**src/rtl/micro_op_responder_if.sv**
```systemverilog
// micro_op_responder_if
//   Groups the decoder handshake and the data-memory bus of the
//   micro-instruction responder.
//   Decoder side : start, instruction_in (to responder), ready (from responder)
//   Memory side  : mem_req, mem_we, mem_addr, mem_wdata (from responder),
//                  mem_ack, mem_rdata (to responder)
//   slave  modport : the responder
//   master modport : whoever drives the decoder requests and the memory replies
interface micro_op_responder_if #(
   parameter int WIDTH = 32
) ();
   logic             start;
   logic [WIDTH-1:0] instruction_in;
   logic             ready;
   logic             mem_req;
   logic             mem_we;
   logic [11:0]      mem_addr;
   logic [WIDTH-1:0] mem_wdata;
   logic             mem_ack;
   logic [WIDTH-1:0] mem_rdata;

   modport slave (
      input  start, instruction_in, mem_ack, mem_rdata,
      output ready, mem_req, mem_we, mem_addr, mem_wdata
   );

   modport master (
      output start, instruction_in, mem_ack, mem_rdata,
      input  ready, mem_req, mem_we, mem_addr, mem_wdata
   );
endinterface

```
**src/rtl/micro_op_responder.sv**
```systemverilog
// micro_op_responder
//   Accepts micro-instruction words from the decoder (start/ready), queues
//   them in a small FIFO and executes them in order against an accumulator
//   and a single-port data memory.
//   Ports:
//     clk, reset : single clock, synchronous active-high reset
//     bus        : handshake + memory bus (micro_op_responder_if.slave)
//     acc        : accumulator
//     busy       : FIFO non-empty or executor not idle
//     err        : sticky illegal-opcode flag
//     retired    : executed-word counter (NOP included), wraps at 2^16
//
//   state   | meaning
//   --------+-----------------------------------------------------------
//   IDLE    | waiting for a queued word; pops the FIFO head into op_q
//   EXEC    | decodes op_q; register ops complete here
//   MEM     | memory request held stable until mem_ack
module micro_op_responder #(
   parameter int WIDTH = 32,
   parameter int DEPTH = 4,
   parameter int AW    = 2
) (
   input  logic                       clk,
   input  logic                       reset,
   micro_op_responder_if.slave        bus,
   output logic [WIDTH-1:0]           acc,
   output logic                       busy,
   output logic                       err,
   output logic [15:0]                retired
);

   localparam logic [3:0]  OP_NOP   = 4'd0;
   localparam logic [3:0]  OP_LOADI = 4'd1;
   localparam logic [3:0]  OP_ADDI  = 4'd2;
   localparam logic [3:0]  OP_LOAD  = 4'd3;
   localparam logic [3:0]  OP_STORE = 4'd4;
   localparam logic [AW:0] FULL_CNT = (AW+1)'(DEPTH);

   typedef enum logic [1:0] {
      ST_IDLE = 2'd0,
      ST_EXEC = 2'd1,
      ST_MEM  = 2'd2
   } state_t;

   state_t           state_q,     state_d;
   logic [WIDTH-1:0] fifo_q [DEPTH];
   logic [AW-1:0]    wr_ptr_q,    wr_ptr_d;
   logic [AW-1:0]    rd_ptr_q,    rd_ptr_d;
   logic [AW:0]      count_q,     count_d;
   logic             ready_q,     ready_d;
   logic [WIDTH-1:0] op_q,        op_d;
   logic [WIDTH-1:0] acc_q,       acc_d;
   logic             err_q,       err_d;
   logic [15:0]      retired_q,   retired_d;
   logic             mem_req_q,   mem_req_d;
   logic             mem_we_q,    mem_we_d;
   logic [11:0]      mem_addr_q,  mem_addr_d;
   logic [WIDTH-1:0] mem_wdata_q, mem_wdata_d;

   logic             full;
   logic             push;
   logic             pop;
   logic [3:0]       op_code;
   logic [11:0]      op_addr;
   logic [WIDTH-1:0] op_imm;

   assign full    = (count_q == FULL_CNT);
   // ready_q high blocks acceptance so a request held through its own
   // acknowledge cycle is captured only once.
   assign push    = bus.start && !ready_q && !full;
   assign pop     = (state_q == ST_IDLE) && (count_q != '0);

   assign op_code = op_q[31:28];
   assign op_addr = op_q[27:16];
   assign op_imm  = {{(WIDTH-16){op_q[15]}}, op_q[15:0]};

   always_comb begin
      ready_d  = push;
      wr_ptr_d = push ? wr_ptr_q + 1'b1 : wr_ptr_q;
      rd_ptr_d = pop  ? rd_ptr_q + 1'b1 : rd_ptr_q;
      case ({push, pop})
         2'b10:   count_d = count_q + 1'b1;
         2'b01:   count_d = count_q - 1'b1;
         default: count_d = count_q;
      endcase
   end

   always_comb begin
      state_d     = state_q;
      op_d        = op_q;
      acc_d       = acc_q;
      err_d       = err_q;
      retired_d   = retired_q;
      mem_req_d   = mem_req_q;
      mem_we_d    = mem_we_q;
      mem_addr_d  = mem_addr_q;
      mem_wdata_d = mem_wdata_q;
      case (state_q)
         ST_IDLE: begin
            if (pop) begin
               op_d    = fifo_q[rd_ptr_q];
               state_d = ST_EXEC;
            end
         end
         ST_EXEC: begin
            state_d = ST_IDLE;
            case (op_code)
               OP_NOP: begin
                  retired_d = retired_q + 16'd1;
               end
               OP_LOADI: begin
                  acc_d     = op_imm;
                  retired_d = retired_q + 16'd1;
               end
               OP_ADDI: begin
                  acc_d     = acc_q + op_imm;
                  retired_d = retired_q + 16'd1;
               end
               OP_LOAD, OP_STORE: begin
                  // Request fields are frozen here; the store data is the
                  // accumulator as it stands on entry to MEM.
                  state_d     = ST_MEM;
                  mem_req_d   = 1'b1;
                  mem_we_d    = (op_code == OP_STORE);
                  mem_addr_d  = op_addr;
                  mem_wdata_d = acc_q;
               end
               default: begin
                  err_d = 1'b1;
               end
            endcase
         end
         ST_MEM: begin
            if (bus.mem_ack) begin
               if (!mem_we_q) begin
                  acc_d = bus.mem_rdata;
               end
               retired_d = retired_q + 16'd1;
               mem_req_d = 1'b0;
               state_d   = ST_IDLE;
            end
         end
         default: begin
            state_d = ST_IDLE;
         end
      endcase
   end

   always_ff @(posedge clk) begin
      if (reset) begin
         state_q     <= ST_IDLE;
         wr_ptr_q    <= '0;
         rd_ptr_q    <= '0;
         count_q     <= '0;
         ready_q     <= 1'b0;
         op_q        <= '0;
         acc_q       <= '0;
         err_q       <= 1'b0;
         retired_q   <= '0;
         mem_req_q   <= 1'b0;
         mem_we_q    <= 1'b0;
         mem_addr_q  <= '0;
         mem_wdata_q <= '0;
      end else begin
         if (push) begin
            fifo_q[wr_ptr_q] <= bus.instruction_in;
         end
         state_q     <= state_d;
         wr_ptr_q    <= wr_ptr_d;
         rd_ptr_q    <= rd_ptr_d;
         count_q     <= count_d;
         ready_q     <= ready_d;
         op_q        <= op_d;
         acc_q       <= acc_d;
         err_q       <= err_d;
         retired_q   <= retired_d;
         mem_req_q   <= mem_req_d;
         mem_we_q    <= mem_we_d;
         mem_addr_q  <= mem_addr_d;
         mem_wdata_q <= mem_wdata_d;
      end
   end

   assign bus.ready     = ready_q;
   assign bus.mem_req   = mem_req_q;
   assign bus.mem_we    = mem_we_q;
   assign bus.mem_addr  = mem_addr_q;
   assign bus.mem_wdata = mem_wdata_q;
   assign acc           = acc_q;
   assign err           = err_q;
   assign retired       = retired_q;
   assign busy          = (count_q != '0) || (state_q != ST_IDLE);

endmodule
```
**src/flat_wrapper.sv**
```systemverilog
// flat-port wrapper written by rule: the top's interface ports become plain ports
module micro_op_responder_flat 
#(
   parameter int WIDTH = 32,
   parameter int DEPTH = 4,
   parameter int AW    = 2
)
  (clk, reset, acc, busy, err, retired, bus_start, bus_instruction_in, bus_mem_ack, bus_mem_rdata, bus_ready, bus_mem_req, bus_mem_we, bus_mem_addr, bus_mem_wdata);
  micro_op_responder_if #(.WIDTH(WIDTH)) bus_i ();
  input  logic clk;
  input  logic reset;
  output logic [WIDTH-1:0] acc;
  output logic busy;
  output logic err;
  output logic [15:0] retired;
  input wire logic [$bits(bus_i.start)-1:0] bus_start;
  input wire logic [$bits(bus_i.instruction_in)-1:0] bus_instruction_in;
  input wire logic [$bits(bus_i.mem_ack)-1:0] bus_mem_ack;
  input wire logic [$bits(bus_i.mem_rdata)-1:0] bus_mem_rdata;
  output wire logic [$bits(bus_i.ready)-1:0] bus_ready;
  output wire logic [$bits(bus_i.mem_req)-1:0] bus_mem_req;
  output wire logic [$bits(bus_i.mem_we)-1:0] bus_mem_we;
  output wire logic [$bits(bus_i.mem_addr)-1:0] bus_mem_addr;
  output wire logic [$bits(bus_i.mem_wdata)-1:0] bus_mem_wdata;
  assign bus_i.start = bus_start;
  assign bus_i.instruction_in = bus_instruction_in;
  assign bus_i.mem_ack = bus_mem_ack;
  assign bus_i.mem_rdata = bus_mem_rdata;
  assign bus_ready = bus_i.ready;
  assign bus_mem_req = bus_i.mem_req;
  assign bus_mem_we = bus_i.mem_we;
  assign bus_mem_addr = bus_i.mem_addr;
  assign bus_mem_wdata = bus_i.mem_wdata;
  micro_op_responder #(.WIDTH(WIDTH), .DEPTH(DEPTH), .AW(AW)) u_core (.clk(clk), .reset(reset), .bus(bus_i), .acc(acc), .busy(busy), .err(err), .retired(retired));
endmodule
```
**config.mk**
```make
export PLATFORM = sky130hd
export DESIGN_NAME = micro_op_responder_flat
export DESIGN_NICKNAME = d
export VERILOG_FILES = /design/src/rtl/micro_op_responder_if.sv /design/src/rtl/micro_op_responder.sv /design/src/flat_wrapper.sv
export SDC_FILE = /design/constraint.sdc
export NUM_CORES = 1
export LEC_CHECK = 0
export ABC_AREA = 0
export CORE_ASPECT_RATIO = 0.75
export CORE_MARGIN = 10
export CORE_UTILIZATION = 55
export CTS_BUF_LIST = sky130_fd_sc_hd__clkbuf_4 sky130_fd_sc_hd__clkbuf_8 sky130_fd_sc_hd__clkbuf_16
export DETAILED_ROUTE_END_ITERATION = 10
export PLACE_DENSITY = 0.81
export SLEW_MARGIN = 20
export SYNTH_ARGS = -nofsm -noshare
export SYNTH_HDL_FRONTEND = slang
export SYNTH_SLANG_ARGS = --single-unit
```
**constraint.sdc**
```tcl
create_clock -name clk -period 6.45 [get_ports clk]
set_input_delay 1.29 -clock clk [delete_from_list [all_inputs] [get_ports clk]]
set_output_delay 1.29 -clock clk [all_outputs]
set_load 0.02 [all_outputs]
```
; ---- After elaboration in Yosys (flattened, before gate mapping)
; Memory sizes are Yosys's and may differ from the RTL's. A register that Yosys moved wholly into a read port is not among the register bits.
; Index checks and enable logic that the tools add are counted.
; Widths: inputs -> output; s select.
[word_totals]
regBits = 105
ram_bits = 128
in_bits = 68
output_inout_bits = 97
word_cells = 75
n_memories = 1
[op_classes]
n_addsub = 6
eq_ne = 15
n_mux = 18
n_bitwise = 1
n_reduce_logical = 22
[memory_table]
columns = memory, words, word_bits, rd, rd_ports_with_merged_regs, write_ports, line_no
row1 = u_core.fifo_q, 4, 32, 1, 1, 1, micro_op_responder.sv:46  ; logic [WIDTH-1:0] fifo_q [DEPTH];
[ops]
columns = cell, n
row1 = $pmux 32 s2, 2
row2 = $mux 32, 2
row3 = $add 32x32->32, 1
row4 = $mux 16, 2
row5 = $pmux 16 s2, 1
row6 = $add 16x1->16 const B, 1
row7 = $eq 4x2->1 const B, 2
row8 = $reduce_and 2->1, 4
row9 = $mux 2, 3
row10 = $ne 2x2->1 const B, 3
row11 = $pmux 2 s3, 1
row12 = $pmux 3 s2, 1
row13 = $reduce_and 3->1, 2
row14 = $reduce_bool 2->1, 3
row15 = $mux 1, 5
row16 = $reduce_or 5->1, 1
row17 = $add 2x1->2 const B, 2
row18 = $eq 2x1->1 const B, 2
row19 = $eq 2x2->1 const B, 2
row20 = $eq 4x1->1 const B, 1
row21 = $eq 4x3->1 const B, 1
row22 = $logic_not 4->1, 1
row23 = $ne 2x1->1 const B, 2
row24 = $reduce_and 4->1, 1
row25 = 13 further kinds, 16

; ---- Depth between registers and ports, before layout
[depth]
depth_word = 6
depth_mapped = 11
depth_no_buf = 10

; ---- Worst setup path before layout
; OpenSTA, ideal clock, no wires.
[synth_path]
path_kind = input to register
start = input port reset
end = memory u_core.fifo_q[0][0] (enable)
setup_time_ns = 0.392
arrival_ns = 2.658
required_ns = 6.058
slack_ns = 3.400
path_stages = 4
n_path_buf = 2
path_cell_list = clkbuf_1 inv_1 clkbuf_1 and3_1
[synth_via]
elab_chain_cells = 2
[synth_rtl]
columns = item, line_no
row1 = from (decl), flat_wrapper.sv:11  ; input logic reset;
row2 = $mux 1, micro_op_responder.sv:150  ; if (reset) begin
row3 = $mux 1 (implied by the code), micro_op_responder.sv:166  ; fifo_q[wr_ptr_q] <= bus.instruction_in;
row4 = to (decl), micro_op_responder.sv:46
; No other way between the ends.

; ---- Worst setup path after layout
[layout_path]
start = register u_core.count_q[2]
end = output port busy
[layout_via]
elab_chain_cells = 2
[layout_rtl]
columns = item, line_no
row1 = from (decl), micro_op_responder.sv:49  ; logic [AW:0] count_q, count_d;
row2 = from (signal assigned), micro_op_responder.sv:171  ; count_q <= count_d;
row3 = $reduce_bool 3->1, micro_op_responder.sv:192  ; assign busy = (count_q != '0) || (state_q != ST_IDLE);
row4 = $logic_or 1x1->1, micro_op_responder.sv:192
row5 = to (decl), flat_wrapper.sv:13  ; output logic busy;
; No other way between the ends.

==> impl_metrics.env <==
export IMPL_nets=1370
export IMPL_synth_ff_type="dfxtp_1"
export IMPL_hold_slack_ps=449.0
export IMPL_switchingPower_w=0.001571
export IMPL_yosysUniqueCellTypes=63
export IMPL_status="completed"
export IMPL_dp_cells=1523
export IMPL_synth_fp_nets=1235
export IMPL_grt_use_total_pct=21.04
export IMPL_grt_max_degree=85
export IMPL_cts_tree="done"
export IMPL_drt_pass1_iterations=5
export IMPL_gp_congestion=0.9505
export IMPL_cap_viol_max_count=0
export IMPL_end_kind="output port"
export IMPL_clock_skew_ps=25.53
export IMPL_nFillCells=1604
export IMPL_power_density_mw_per_mm2=337.1
export IMPL_finish_instance_area_mm2=0.01460
export IMPL_ant_nets=0
export IMPL_root_buffer="clkbuf_16"
export IMPL_cts_resized=0
export IMPL_post_cts_setup_buffers=0
export IMPL_crit_path_start_kind="flop"
export IMPL_path_clk_slew_ps=60
export IMPL_finalNonFillerCells=1572
export IMPL_hold_buffers=0
export IMPL_required_ps=5160
export IMPL_yosys_area_top_type="edfxtp_1"
export IMPL_vias=9180
export IMPL_slew_violations=0
export IMPL_period_share_pct=49.08
export IMPL_grt_pass1_wl_um=47960
export IMPL_fp_dieH_um=147.3
export IMPL_grt_setup_unrepaired="false"
export IMPL_grt_remaining_overflow=0
export IMPL_slew_limit_headroom_pct=26.40
export IMPL_dpl_hpwl_um=20450
export IMPL_synthTopCellsByArea="edfxtp_1 (32%), dfxtp_1 (23%), nand2_1 (7.2%)"
export IMPL_total_power_w=0.004921
export IMPL_io_buffers=164
export IMPL_wl_per_cell_um=19.19
export IMPL_first_iter_violations=754
export IMPL_syn2layout_area_growth_pct=22.75
export IMPL_ys_async_sr_fraction_pct=0
export IMPL_placed_area_mm2=0.01371
export IMPL_worst_pin_slew_ps=1102
export IMPL_wirelength_um=30160
export IMPL_synth_edff_count=128
export IMPL_hp_class="flop to flop"
export IMPL_syn_inst=1128
export IMPL_io_pins=165
export IMPL_core_area_mm2=0.02118
export IMPL_period_needed_ps=3166
export IMPL_multi_input_area_mm2=0.004967
export IMPL_cts_sinks=265
export IMPL_drive_above_1_share_pct=9.275
export IMPL_fin_tns_setup_ps=0
export IMPL_yosysWarnings=0
export IMPL_yosysMostFrequentCell="nand2_1"
export IMPL_grt_antenna_before_repair=1
export IMPL_max_stage_delay_ps=560
export IMPL_max_freq_mhz=315.9
export IMPL_grt_pass1_vias=8707
export IMPL_cp_slowest_cell="clkdlybuf4s50_1"
export IMPL_syn_area_mm2=0.01189
export IMPL_combPwrFrac_pct=26.3
export IMPL_syn_area_per_cell_um2=10.54
export IMPL_cp_num_buf_inv=1
export IMPL_vdd_drop_max_uv=228.4
export IMPL_leakage_nw=4.959
export IMPL_critPathKind="flop to output port"
export IMPL_synth_top_area_share_pct=32.32
export IMPL_cts_max_path_buffers=3
export IMPL_post_route_drc_count=0
export IMPL_path_delay_family="buffers and inverters"
export IMPL_fp_dieW_um=189.8
export IMPL_cp_data_arrival_time_ps=1880
export IMPL_p_clk_share_pct=31.3
export IMPL_start_util_pct=56.15
export IMPL_htreeDepth=1
export IMPL_ys_ff_latch=265
export IMPL_rows=46
export IMPL_seq_area_mm2=0.006588
export IMPL_yosysSeqAreaShare_pct=55.38
export IMPL_design_die_area_mm2=0.02797
export IMPL_numCtsBuffers=26
export IMPL_cp_max_fo=4
export IMPL_finalHoldViolCount=0
export IMPL_finalSetupViolCount=0
export IMPL_switching_share_pct=31.92
export IMPL_cp_cell_sequence="nor3_1 -> nand2_1 -> clkdlybuf4s50_1"
export IMPL_clock_latency_ps=540
export IMPL_p_int_w=0.003350
export IMPL_via_per_inst=5.840
export IMPL_synth_top_cells_by_count="nand2_1 (228), a21oi_1 (157), dfxtp_1 (137)"
export IMPL_pwr_share_seq_pct=42.4
[registers in the layout, summed over array words and instances (netlist names)]
register,cells
u_core.retired,16
u_core.count_q,3
u_core.bus.mem_addr,12
u_core.acc,32
u_core.state_q,2
u_core.bus.mem_we,1
u_core.bus.mem_wdata,32
u_core.bus.ready,1
u_core.wr_ptr_q,2
u_core.err,1
u_core.bus.mem_req,1
u_core.op_q,32
u_core.rd_ptr_q,2
u_core.fifo_q,128
[worst register-to-register path: cells and delay by family, from the launching register on]
kind | cells | cell delay (ps)
compound gates | 6 | 1270
flops | 1 | 930
fa+ha+maj | 1 | 450
xor+xnor | 1 | 240
simple gates | 1 | 60
[power by group through the flow]
stage          sequential (W)  combinational, W  clock [W]
2_1_floorplan         0.00208          0.000935          0
3_3_place_gp          0.00211           0.00125          0
6_report              0.00209           0.00129    0.00154
3_5_place_dp          0.00212           0.00128          0
4_1_cts               0.00209           0.00129    0.00156
5_1_grt               0.00211           0.00143    0.00163
[path summary, 6_finish.rpt]
check	from	cells after the start	slack (ps)	end
max	u_core.count_q[2]	3	3280	busy
min	u_core.op_q[27]	2	450	u_core.bus.mem_addr[11]
max reg2reg	u_core.op_q[15]	9	3340	u_core.acc[29]
min reg2reg	u_core.op_q[27]	2	450	u_core.bus.mem_addr[11]
[layout make-up]
class | count | share of cell area [%]
well taps | 288 | 2.468
diodes | 1 | 0.01714
multi-input cells | 774 | 34.03
clock buffers | 33 | 4.937
flip-flops and latches | 265 | 45.13
clock inverters | 15 | 1.063
inverters | 20 | 0.5143
repair buffers | 176 | 11.85
[cell families (layout without fill, tap and decap cells)]
group / Yosys count / in the layout / synth area share, %
simple gates: 363 / 363 / 12.74
mux: 35 / 35 / 6.312
flops: 265 / 265 / 55.38
xor+xnor: 45 / 45 / 3.314
other cells: 0 / 1 / 0
fa+ha+maj: 39 / 39 / 4.229
compound gates: 292 / 292 / 15.06
buf+inv: 89 / 244 / 2.967
[per-stage QoR]
stage	setup slack, ps	utilization [%]
CTS	3130	68.89
detailed placement	2602	64.75
global placement	2668	64.75
floorplan	3400	-
finish	3284	68.92
global route	3193	68.91
[metal layers]
metal | routed length, um | track usage, % | up-vias | share of wire [%]
met1 | 13040 | 28.13 | 4387 | 43
met4 | 769 | 5.701 | 0 | 2.5
li1 | - | - | 4346 | -
met2 | 13810 | 33.26 | 386 | 46
met3 | 2549 | 5.416 | 61 | 8.5
met5 | 0 | 0 | - | 0
[layout by cell type (no fill, tap or decap), drive strengths merged, types with 20 or more instances in the layout]
cell type      instances
nand2                229
clkdlybuf4s50        163
a21oi                160
dfxtp                137
edfxtp               128
nor2                  62
o21ai                 53
ha                    37
clkbuf                33
mux4                  32
xor2                  23
xnor2                 22
nor3                  20
inv                   20
(Power assumes the default switching activity.)
